--- src/rtl/vec_mem_sequencer_if.sv ---
// Request and RAM bus of the MEM-stage data-RAM sequencer.
// The slave side is the sequencer. The master side is the environment:
// the EX/MEM segment drives the request, and the RAM returns read data.
interface vec_mem_sequencer_if #(
  parameter int ADDR_W = 19,
  parameter int ELEM_W = 16,
  parameter int LANES  = 16
);
  // Request side (EX/MEM segment)
  logic                    req_valid;
  logic                    req_ready;
  logic                    req_write;
  logic                    req_vector;
  logic [ADDR_W-1:0]       req_addr;
  logic [4:0]              req_rd;
  logic [LANES*ELEM_W-1:0] wdata_vec;
  logic [ELEM_W-1:0]       wdata_scalar;

  // Single-port RAM side
  logic [ADDR_W-1:0]       mem_addr;
  logic [ELEM_W-1:0]       mem_wdata;
  logic                    mem_wren;
  logic [ELEM_W-1:0]       mem_rdata;

  modport master (
    output req_valid, req_write, req_vector, req_addr, req_rd, wdata_vec, wdata_scalar,
    input  req_ready,
    input  mem_addr, mem_wdata, mem_wren,
    output mem_rdata
  );

  modport slave (
    input  req_valid, req_write, req_vector, req_addr, req_rd, wdata_vec, wdata_scalar,
    output req_ready,
    output mem_addr, mem_wdata, mem_wren,
    input  mem_rdata
  );
endinterface

--- src/rtl/vec_mem_sequencer.sv ---
// MEM-stage sequencer for a single-port data RAM. Scalar accesses take one
// beat. Vector accesses are serialised into LANES beats. Read beats are
// gathered back into one vector. The pipeline is stalled while the RAM is busy.
module vec_mem_sequencer #(
  parameter int ADDR_W  = 19,
  parameter int ELEM_W  = 16,
  parameter int LANES   = 16,
  parameter int MEM_LAT = 1
) (
  input  logic                    clk,
  input  logic                    rst,
  vec_mem_sequencer_if.slave      bus,
  output logic                    stall,
  output logic                    done,
  output logic [LANES*ELEM_W-1:0] rdata_vec,
  output logic [4:0]              rd_out,
  output logic                    rd_vector,
  output logic [ADDR_W-1:0]       stall_cycles
);
  localparam int IDX_W = $clog2(LANES);
  localparam int CNT_W = (MEM_LAT > 1) ? $clog2(MEM_LAT) : 1;

  typedef enum logic [2:0] {S_IDLE, S_WRITE, S_READ, S_DRAIN, S_DONE} state_t;

  state_t                  state_q, state_d;
  logic [IDX_W-1:0]        idx_q, idx_d;
  logic [CNT_W-1:0]        drain_q, drain_d;
  logic                    write_q, vector_q;
  logic [ADDR_W-1:0]       base_q;
  logic [4:0]              rd_q;
  logic [LANES*ELEM_W-1:0] wvec_q;
  logic [ELEM_W-1:0]       wscal_q;
  logic [LANES*ELEM_W-1:0] gather_q, gather_d;
  logic [LANES*ELEM_W-1:0] rdata_vec_q;
  logic [4:0]              rd_out_q;
  logic                    rd_vector_q;
  logic [ADDR_W-1:0]       stall_cnt_q;

  logic                    accept;
  logic                    last_beat;
  logic                    cap_vld;
  logic [IDX_W-1:0]        cap_lane;

  assign accept    = (state_q == S_IDLE) && bus.req_valid;
  assign last_beat = !vector_q || (idx_q == IDX_W'(LANES - 1));

  // Read-return pipeline: stage k holds the lane of the beat whose data
  // appears k+1 cycles after its address cycle.
  for (genvar gi = 0; gi < MEM_LAT; gi++) begin : g_pipe
    logic             vld_q;
    logic [IDX_W-1:0] lane_q;
    if (gi == 0) begin : g_head
      // Launch a tag for every read address cycle
      always_ff @(posedge clk or negedge rst) begin
        if (!rst) begin
          vld_q  <= 1'b0;
          lane_q <= '0;
        end else begin
          vld_q  <= (state_q == S_READ);
          lane_q <= idx_q;
        end
      end
    end else begin : g_tail
      // Delay the tag by one more cycle of RAM latency
      always_ff @(posedge clk or negedge rst) begin
        if (!rst) begin
          vld_q  <= 1'b0;
          lane_q <= '0;
        end else begin
          vld_q  <= g_pipe[gi-1].vld_q;
          lane_q <= g_pipe[gi-1].lane_q;
        end
      end
    end
  end

  assign cap_vld  = g_pipe[MEM_LAT-1].vld_q;
  assign cap_lane = g_pipe[MEM_LAT-1].lane_q;

  // Merge the returning read beat into the gather buffer
  always_comb begin
    gather_d = gather_q;
    if (cap_vld) gather_d[cap_lane*ELEM_W +: ELEM_W] = bus.mem_rdata;
  end

  // Next-state logic: beat sequencing and drain of outstanding reads
  always_comb begin
    state_d = state_q;
    idx_d   = idx_q;
    drain_d = drain_q;
    case (state_q)
      S_IDLE: begin
        if (bus.req_valid) begin
          idx_d   = '0;
          drain_d = '0;
          state_d = bus.req_write ? S_WRITE : S_READ;
        end
      end
      S_WRITE: begin
        if (last_beat) state_d = S_DONE;
        else           idx_d   = idx_q + IDX_W'(1);
      end
      S_READ: begin
        if (last_beat) begin
          state_d = S_DRAIN;
          drain_d = '0;
        end else begin
          idx_d = idx_q + IDX_W'(1);
        end
      end
      S_DRAIN: begin
        if (drain_q == CNT_W'(MEM_LAT - 1)) state_d = S_DONE;
        else                                drain_d = drain_q + CNT_W'(1);
      end
      S_DONE:  state_d = S_IDLE;
      default: state_d = S_IDLE;
    endcase
  end

  // State, request latch, gather buffer and committed load result
  always_ff @(posedge clk or negedge rst) begin
    if (!rst) begin
      state_q     <= S_IDLE;
      idx_q       <= '0;
      drain_q     <= '0;
      write_q     <= 1'b0;
      vector_q    <= 1'b0;
      base_q      <= '0;
      rd_q        <= '0;
      wvec_q      <= '0;
      wscal_q     <= '0;
      gather_q    <= '0;
      rdata_vec_q <= '0;
      rd_out_q    <= '0;
      rd_vector_q <= 1'b0;
    end else begin
      state_q <= state_d;
      idx_q   <= idx_d;
      drain_q <= drain_d;
      if (accept) begin
        write_q  <= bus.req_write;
        vector_q <= bus.req_vector;
        base_q   <= bus.req_addr;
        rd_q     <= bus.req_rd;
        wvec_q   <= bus.wdata_vec;
        wscal_q  <= bus.wdata_scalar;
        gather_q <= '0;
      end else begin
        gather_q <= gather_d;
      end
      // Commit includes the final beat captured on this same edge
      if (state_q == S_DRAIN && state_d == S_DONE && !write_q) begin
        rdata_vec_q <= gather_d;
        rd_out_q    <= rd_q;
        rd_vector_q <= vector_q;
      end
    end
  end

  // Saturating count of stalled cycles
  always_ff @(posedge clk or negedge rst) begin
    if (!rst)                          stall_cnt_q <= '0;
    else if (stall && stall_cnt_q != '1) stall_cnt_q <= stall_cnt_q + ADDR_W'(1);
  end

  assign bus.req_ready = (state_q == S_IDLE);
  assign bus.mem_addr  = base_q + ADDR_W'(idx_q);
  assign bus.mem_wren  = (state_q == S_WRITE);
  assign bus.mem_wdata = (state_q != S_WRITE) ? '0 :
                         vector_q ? wvec_q[idx_q*ELEM_W +: ELEM_W] : wscal_q;

  assign stall        = (state_q == S_WRITE) || (state_q == S_READ) || (state_q == S_DRAIN);
  assign done         = (state_q == S_DONE);
  assign rdata_vec    = rdata_vec_q;
  assign rd_out       = rd_out_q;
  assign rd_vector    = rd_vector_q;
  assign stall_cycles = stall_cnt_q;
endmodule

--- src/flat_wrapper.sv ---
// flat-port wrapper written by rule: the top's interface ports become plain ports
module vec_mem_sequencer_flat 
#(
  parameter int ADDR_W  = 19,
  parameter int ELEM_W  = 16,
  parameter int LANES   = 16,
  parameter int MEM_LAT = 1
)
  (clk, rst, stall, done, rdata_vec, rd_out, rd_vector, stall_cycles, bus_req_valid, bus_req_write, bus_req_vector, bus_req_addr, bus_req_rd, bus_wdata_vec, bus_wdata_scalar, bus_req_ready, bus_mem_addr, bus_mem_wdata, bus_mem_wren, bus_mem_rdata);
  vec_mem_sequencer_if #(.ADDR_W(ADDR_W), .ELEM_W(ELEM_W), .LANES(LANES)) bus_i ();
  input  logic clk;
  input  logic rst;
  output logic stall;
  output logic done;
  output logic [LANES*ELEM_W-1:0] rdata_vec;
  output logic [4:0] rd_out;
  output logic rd_vector;
  output logic [ADDR_W-1:0] stall_cycles;
  input wire logic [$bits(bus_i.req_valid)-1:0] bus_req_valid;
  input wire logic [$bits(bus_i.req_write)-1:0] bus_req_write;
  input wire logic [$bits(bus_i.req_vector)-1:0] bus_req_vector;
  input wire logic [$bits(bus_i.req_addr)-1:0] bus_req_addr;
  input wire logic [$bits(bus_i.req_rd)-1:0] bus_req_rd;
  input wire logic [$bits(bus_i.wdata_vec)-1:0] bus_wdata_vec;
  input wire logic [$bits(bus_i.wdata_scalar)-1:0] bus_wdata_scalar;
  output wire logic [$bits(bus_i.req_ready)-1:0] bus_req_ready;
  output wire logic [$bits(bus_i.mem_addr)-1:0] bus_mem_addr;
  output wire logic [$bits(bus_i.mem_wdata)-1:0] bus_mem_wdata;
  output wire logic [$bits(bus_i.mem_wren)-1:0] bus_mem_wren;
  input wire logic [$bits(bus_i.mem_rdata)-1:0] bus_mem_rdata;
  assign bus_i.req_valid = bus_req_valid;
  assign bus_i.req_write = bus_req_write;
  assign bus_i.req_vector = bus_req_vector;
  assign bus_i.req_addr = bus_req_addr;
  assign bus_i.req_rd = bus_req_rd;
  assign bus_i.wdata_vec = bus_wdata_vec;
  assign bus_i.wdata_scalar = bus_wdata_scalar;
  assign bus_req_ready = bus_i.req_ready;
  assign bus_mem_addr = bus_i.mem_addr;
  assign bus_mem_wdata = bus_i.mem_wdata;
  assign bus_mem_wren = bus_i.mem_wren;
  assign bus_i.mem_rdata = bus_mem_rdata;
  vec_mem_sequencer #(.ADDR_W(ADDR_W), .ELEM_W(ELEM_W), .LANES(LANES), .MEM_LAT(MEM_LAT)) u_core (.clk(clk), .rst(rst), .bus(bus_i), .stall(stall), .done(done), .rdata_vec(rdata_vec), .rd_out(rd_out), .rd_vector(rd_vector), .stall_cycles(stall_cycles));
endmodule
--- config.mk ---
export PLATFORM = sky130hd
export DESIGN_NAME = vec_mem_sequencer_flat
export DESIGN_NICKNAME = d
export VERILOG_FILES = /design/src/rtl/vec_mem_sequencer_if.sv /design/src/rtl/vec_mem_sequencer.sv /design/src/flat_wrapper.sv
export SDC_FILE = /design/constraint.sdc
export NUM_CORES = 2
export LEC_CHECK = 0
export BUFFER_PORTS_ARGS = -buffer_cell sky130_fd_sc_hd__buf_2
export CAP_MARGIN = 20
export CORE_MARGIN = 8
export CORE_UTILIZATION = 45
export CTS_CLUSTER_SIZE = 8
export DETAILED_ROUTE_END_ITERATION = 10
export PLACE_DENSITY = 0.67
export SKIP_LAST_GASP = 1
export SLEW_MARGIN = 0
export SYNTH_ARGS = -nofsm -noshare
export SYNTH_HDL_FRONTEND = slang
export SYNTH_SLANG_ARGS = --single-unit
export TNS_END_PERCENT = 20
--- constraint.sdc ---
create_clock -name clk -period 3.83 [get_ports clk]
set_input_delay 0.1915 -clock clk [delete_from_list [all_inputs] [get_ports clk]]
set_output_delay 0.1915 -clock clk [all_outputs]
set_load 0.03 [all_outputs]
==> reports/metrics.csv <==
stage,metric,value,unit
status,status,completed,
drt,route.detailed.drc,0,
drt,ant_nets,0,
power,pwr-share-clk,23.5,%
placement,gp_congestion,0.879,
worst_setup_path,max_stage_delay,770,ps
drt,vias,30306,
global_routing,overflow,0,
worst_setup_path,crit_arrival,3400,ps
finish,final_cell_mix,"919 x nand2_1, 844 x dfrtp_1, 635 x buf_2, 489 x nor2_1, 315 x dlygate4sd3_1",
timing,rsz0062_at_grt,false,
logic_synthesis,postSynthCellCount,3520,
run,drv_cap,0,
power,ir_worst_vdd,0.480,mV
die,die_area,88500,µm²
worst_setup_path,crit_start,u_core.idx_q[0]$_DFFE_PN0P_,
logic_synthesis,yosys.area_share.simple,18.3,%
logic_synthesis,muxShareOfSynthArea,10.5,%
worst_setup_path,r2r_start,u_core.cap_lane[2]$_DFF_PN0_,
power,finalPower,38.3,mW
logic_synthesis,avgSynthCellArea,10.1,µm²
die,start_util,45.3,%
logic_synthesis,synth_cell_types,59,
power,leakagePower,22.6,nW
clock_tree,clockBufferDepth,3,
drt,wirelength,125,mm
clock_tree,clk_pin_slew,50,ps
worst_setup_path,path_max_fanout,28,
die,core,78700,µm²
logic_synthesis,syn_nets,3846,
global_routing,grt_use_total,27.4,%
die,ioPinCount,637,
clock_tree,numCtsBuffers,115,
worst_setup_path,cp_data_required_time,3640,ps
drt,drt_iter0_markers,2661,
logic_synthesis,synthAdderAreaFrac,0.337,%
logic_synthesis,synth_compound_area_share,7.40,%
timing,drv_slew,0,
logic_synthesis,synth_flop_cell,dfrtp_1,
timing,max_freq,0.278,GHz
logic_synthesis,ys_ff_latch,847,
finish,fill_cells,6375,
power,netSwitchingFraction,42.6,%
clock_tree,clock_latency,690,ps
clock_tree,h-tree-depth,3,
power,seqPwrFrac,37.3,%
global_routing,grt_first_pass_wirelength,191,mm
die,die_y,297,µm
placement,place_area,39900,µm²
worst_hold_path,hp-class,input pin to flop,
power,internal_power,22.0,mW
placement,dp_hpwl,81.5,mm
logic_synthesis,yosysSeqAreaShare,59.5,%
power,pwr-share-comb,39.2,%
worst_setup_path,startpoint_type,flop,
logic_synthesis,synth-warning-count,0,
worst_hold_path,min_from,bus_req_valid,
logic_synthesis,async_reset_ff_share,100,%
timing,worstMarginPinSlew,1110,ps
placement,pre_cts_ws,811,ps
worst_setup_path,criticalPathCategory,flop to primary output,
drt,routedWlPerCell,22.7,µm
timing,finalCritPeriodShare,93.8,%
finish,syn_to_final_growth,29.5,%
timing,tns,0,ps
power,powerDensity,830,nW/µm²
logic_synthesis,synth_area,35700,µm²
timing,fin_hold_ws,50.5,ps
drt,vias_per_cell,5.53,
finish,nNetsFinal,4744,
global_routing,grt_max_degree,138,
timing,report.final.setup_viol,0,
global_routing,grt_pass1_vias,31324,
clock_tree,cts_tree,yes,
clock_tree,cts.repair.resized,0,
worst_setup_path,cpMaxStageDelayCell,dfrtp_4,
timing,setup_ws,236,ps
logic_synthesis,synth_edf_count,0,
logic_synthesis,synth-xor-area-share,0.860,%
finish,layout-drive-gt1-share,21.1,%
drt,dr.pass1.iters,6,
clock_tree,cts_sinks,847,
worst_setup_path,critPathCaptureType,primary output,
logic_synthesis,synth_top_family_by_area,simple AND/OR/NAND/NOR gates,
die,rows,103,
die,die_w,297,µm
worst_setup_path,critical_path.cell_chain,ha_1 -> inv_1 -> fa_1 -> nor2b_1 -> o21ai_1 -> a2111oi_1 -> xor2_1 -> buf_2,
timing,fin_skew,62.9,ps
timing,fin_crit,3590,ps
timing,maxSlewHeadroom,26.0,%
global_routing,antenna_found_initial,15,
placement,port_buffers,636,
timing,finalHoldViolCount,0,
power,p_sw,16.3,mW
finish,design_area,46200,µm²
clock_tree,root_buffer,clkbuf_16,
finish,final_common_cell,nand2_1,
==> cell type report <==
class,count,area [µm²],area share [%]
sequential,847,21200,45.9
multi-input combinational,2416,13400,28.9
timing repair buffer,1023,7160,15.5
clock buffer,117,2890,6.25
tap,1050,1310,2.84
clock inverter,7,173,0.374
inverter,15,56.3,0.122
antenna,9,22.5,0.0488
==> worst max-delay path: cells and delay by family, from the launching register on <==
family / cells / cell delay (ps)
buffers and inverters: 2 / 280
AO/OA/AOI/OAI: 2 / 720
adder cells (fa/ha/maj): 2 / 690
XOR/XNOR: 1 / 180
AND/OR/NAND/NOR: 1 / 130
flip-flops: 1 / 770
==> kinds of logic (layout without fill, tap and decap cells) <==
logic type                 count (synthesis)  count (layout)
xor gates and xnor gates                  35              35
other                                      0               9
AOI/OAI and AO/OA                        452             452
buffers and inverters                    257            1162
DFF                                      847             847
muxes                                    311             311
and+or+nand+nor                         1609            1609
adders and majority gates                  9               9
==> layer usage <==
metal	up-vias	global-route usage [%]	share of wire [%]
li1	13463	-	-
met1	14797	33.9	38
met2	1597	43.2	47
met3	437	8.66	9.8
met4	12	14.0	5.7
met5	-	0	0.062
==> synth_stat cells (19+ instances only) <==
cell type	number	area, µm²
o21ai_0	56	280
mux2i_1	240	2400
nand3_1	45	225
buf_2	32	160
xor2_1	21	184
and3_1	23	144
mux2_2	23	259
nand4_1	21	131
nor3_1	52	260
mux4_2	48	1080
nand2_1	920	3450
nor2_1	490	1840
a31oi_1	48	300
nand2b_1	19	119
a21oi_1	258	1290
a22oi_1	32	240
clkbuf_1	188	706
dfrtp_1	847	21200
==> power groups by stage <==
| stage | Combinational [mW] | Clock (mW) | Sequential (mW) |
|---|---|---|---|
| after detailed placement | 14.5 | 0 | 14.3 |
| final | 15.0 | 9.00 | 14.3 |
| after global routing | 16.2 | 9.48 | 14.6 |
| after floorplan | 7.07 | 0 | 16.4 |
| after CTS | 14.9 | 9.13 | 14.2 |
| after global placement | 14.3 | 0 | 14.2 |
==> flip-flops by register name, indices dropped and copies added (netlist names) <==
signal / flops
u_core.vector_q: 1
u_core.rd_out: 5
u_core.wvec_q: 256
u_core.rd_q: 5
u_core.write_q: 1
u_core.base_q: 19
u_core.cap_vld: 1
u_core.wscal_q: 16
u_core.gather_q: 256
u_core.rd_vector: 1
u_core.stall_cycles: 19
u_core.state_q: 3
u_core.idx_q: 4
u_core.rdata_vec: 256
u_core.cap_lane: 4
==> metrics by stage <==
stage	util (%)	cells
3_5_place_dp	50.7	5036
6_report	58.7	5484
5_1_grt	58.7	5484
4_1_cts	58.6	5475
3_3_place_gp	50.7	5036
2_1_floorplan	-	3520
==> final timing paths <==
| path | endpoint | slack [ps] | cells past startpoint |
|---|---|---|---|
| hold reg to reg | u_core.wvec_q[126]$_DFFE_PN0P_ | 470 | 2 |
| min in group asynchronous | u_core.wvec_q[21]$_DFFE_PN0P_ | 190 | 2 |
| hold / removal | u_core.state_q[0]$_DFF_PN0_ | 50 | 3 |
| setup reg to reg | u_core.gather_q[196]$_DFF_PN0_ | 810 | 7 |
| max in group asynchronous | u_core.gather_q[197]$_DFF_PN0_ | 2500 | 3 |
| setup / recovery | bus_mem_addr[18] | 240 | 8 |
==> repair_timing <==
item,4_1_cts,5_1_grt
endpoints found under the hold margin,480,0
buffers inserted,0,0
hold buffers,315,0
No activity file was read; power rests on OpenSTA's default activity.
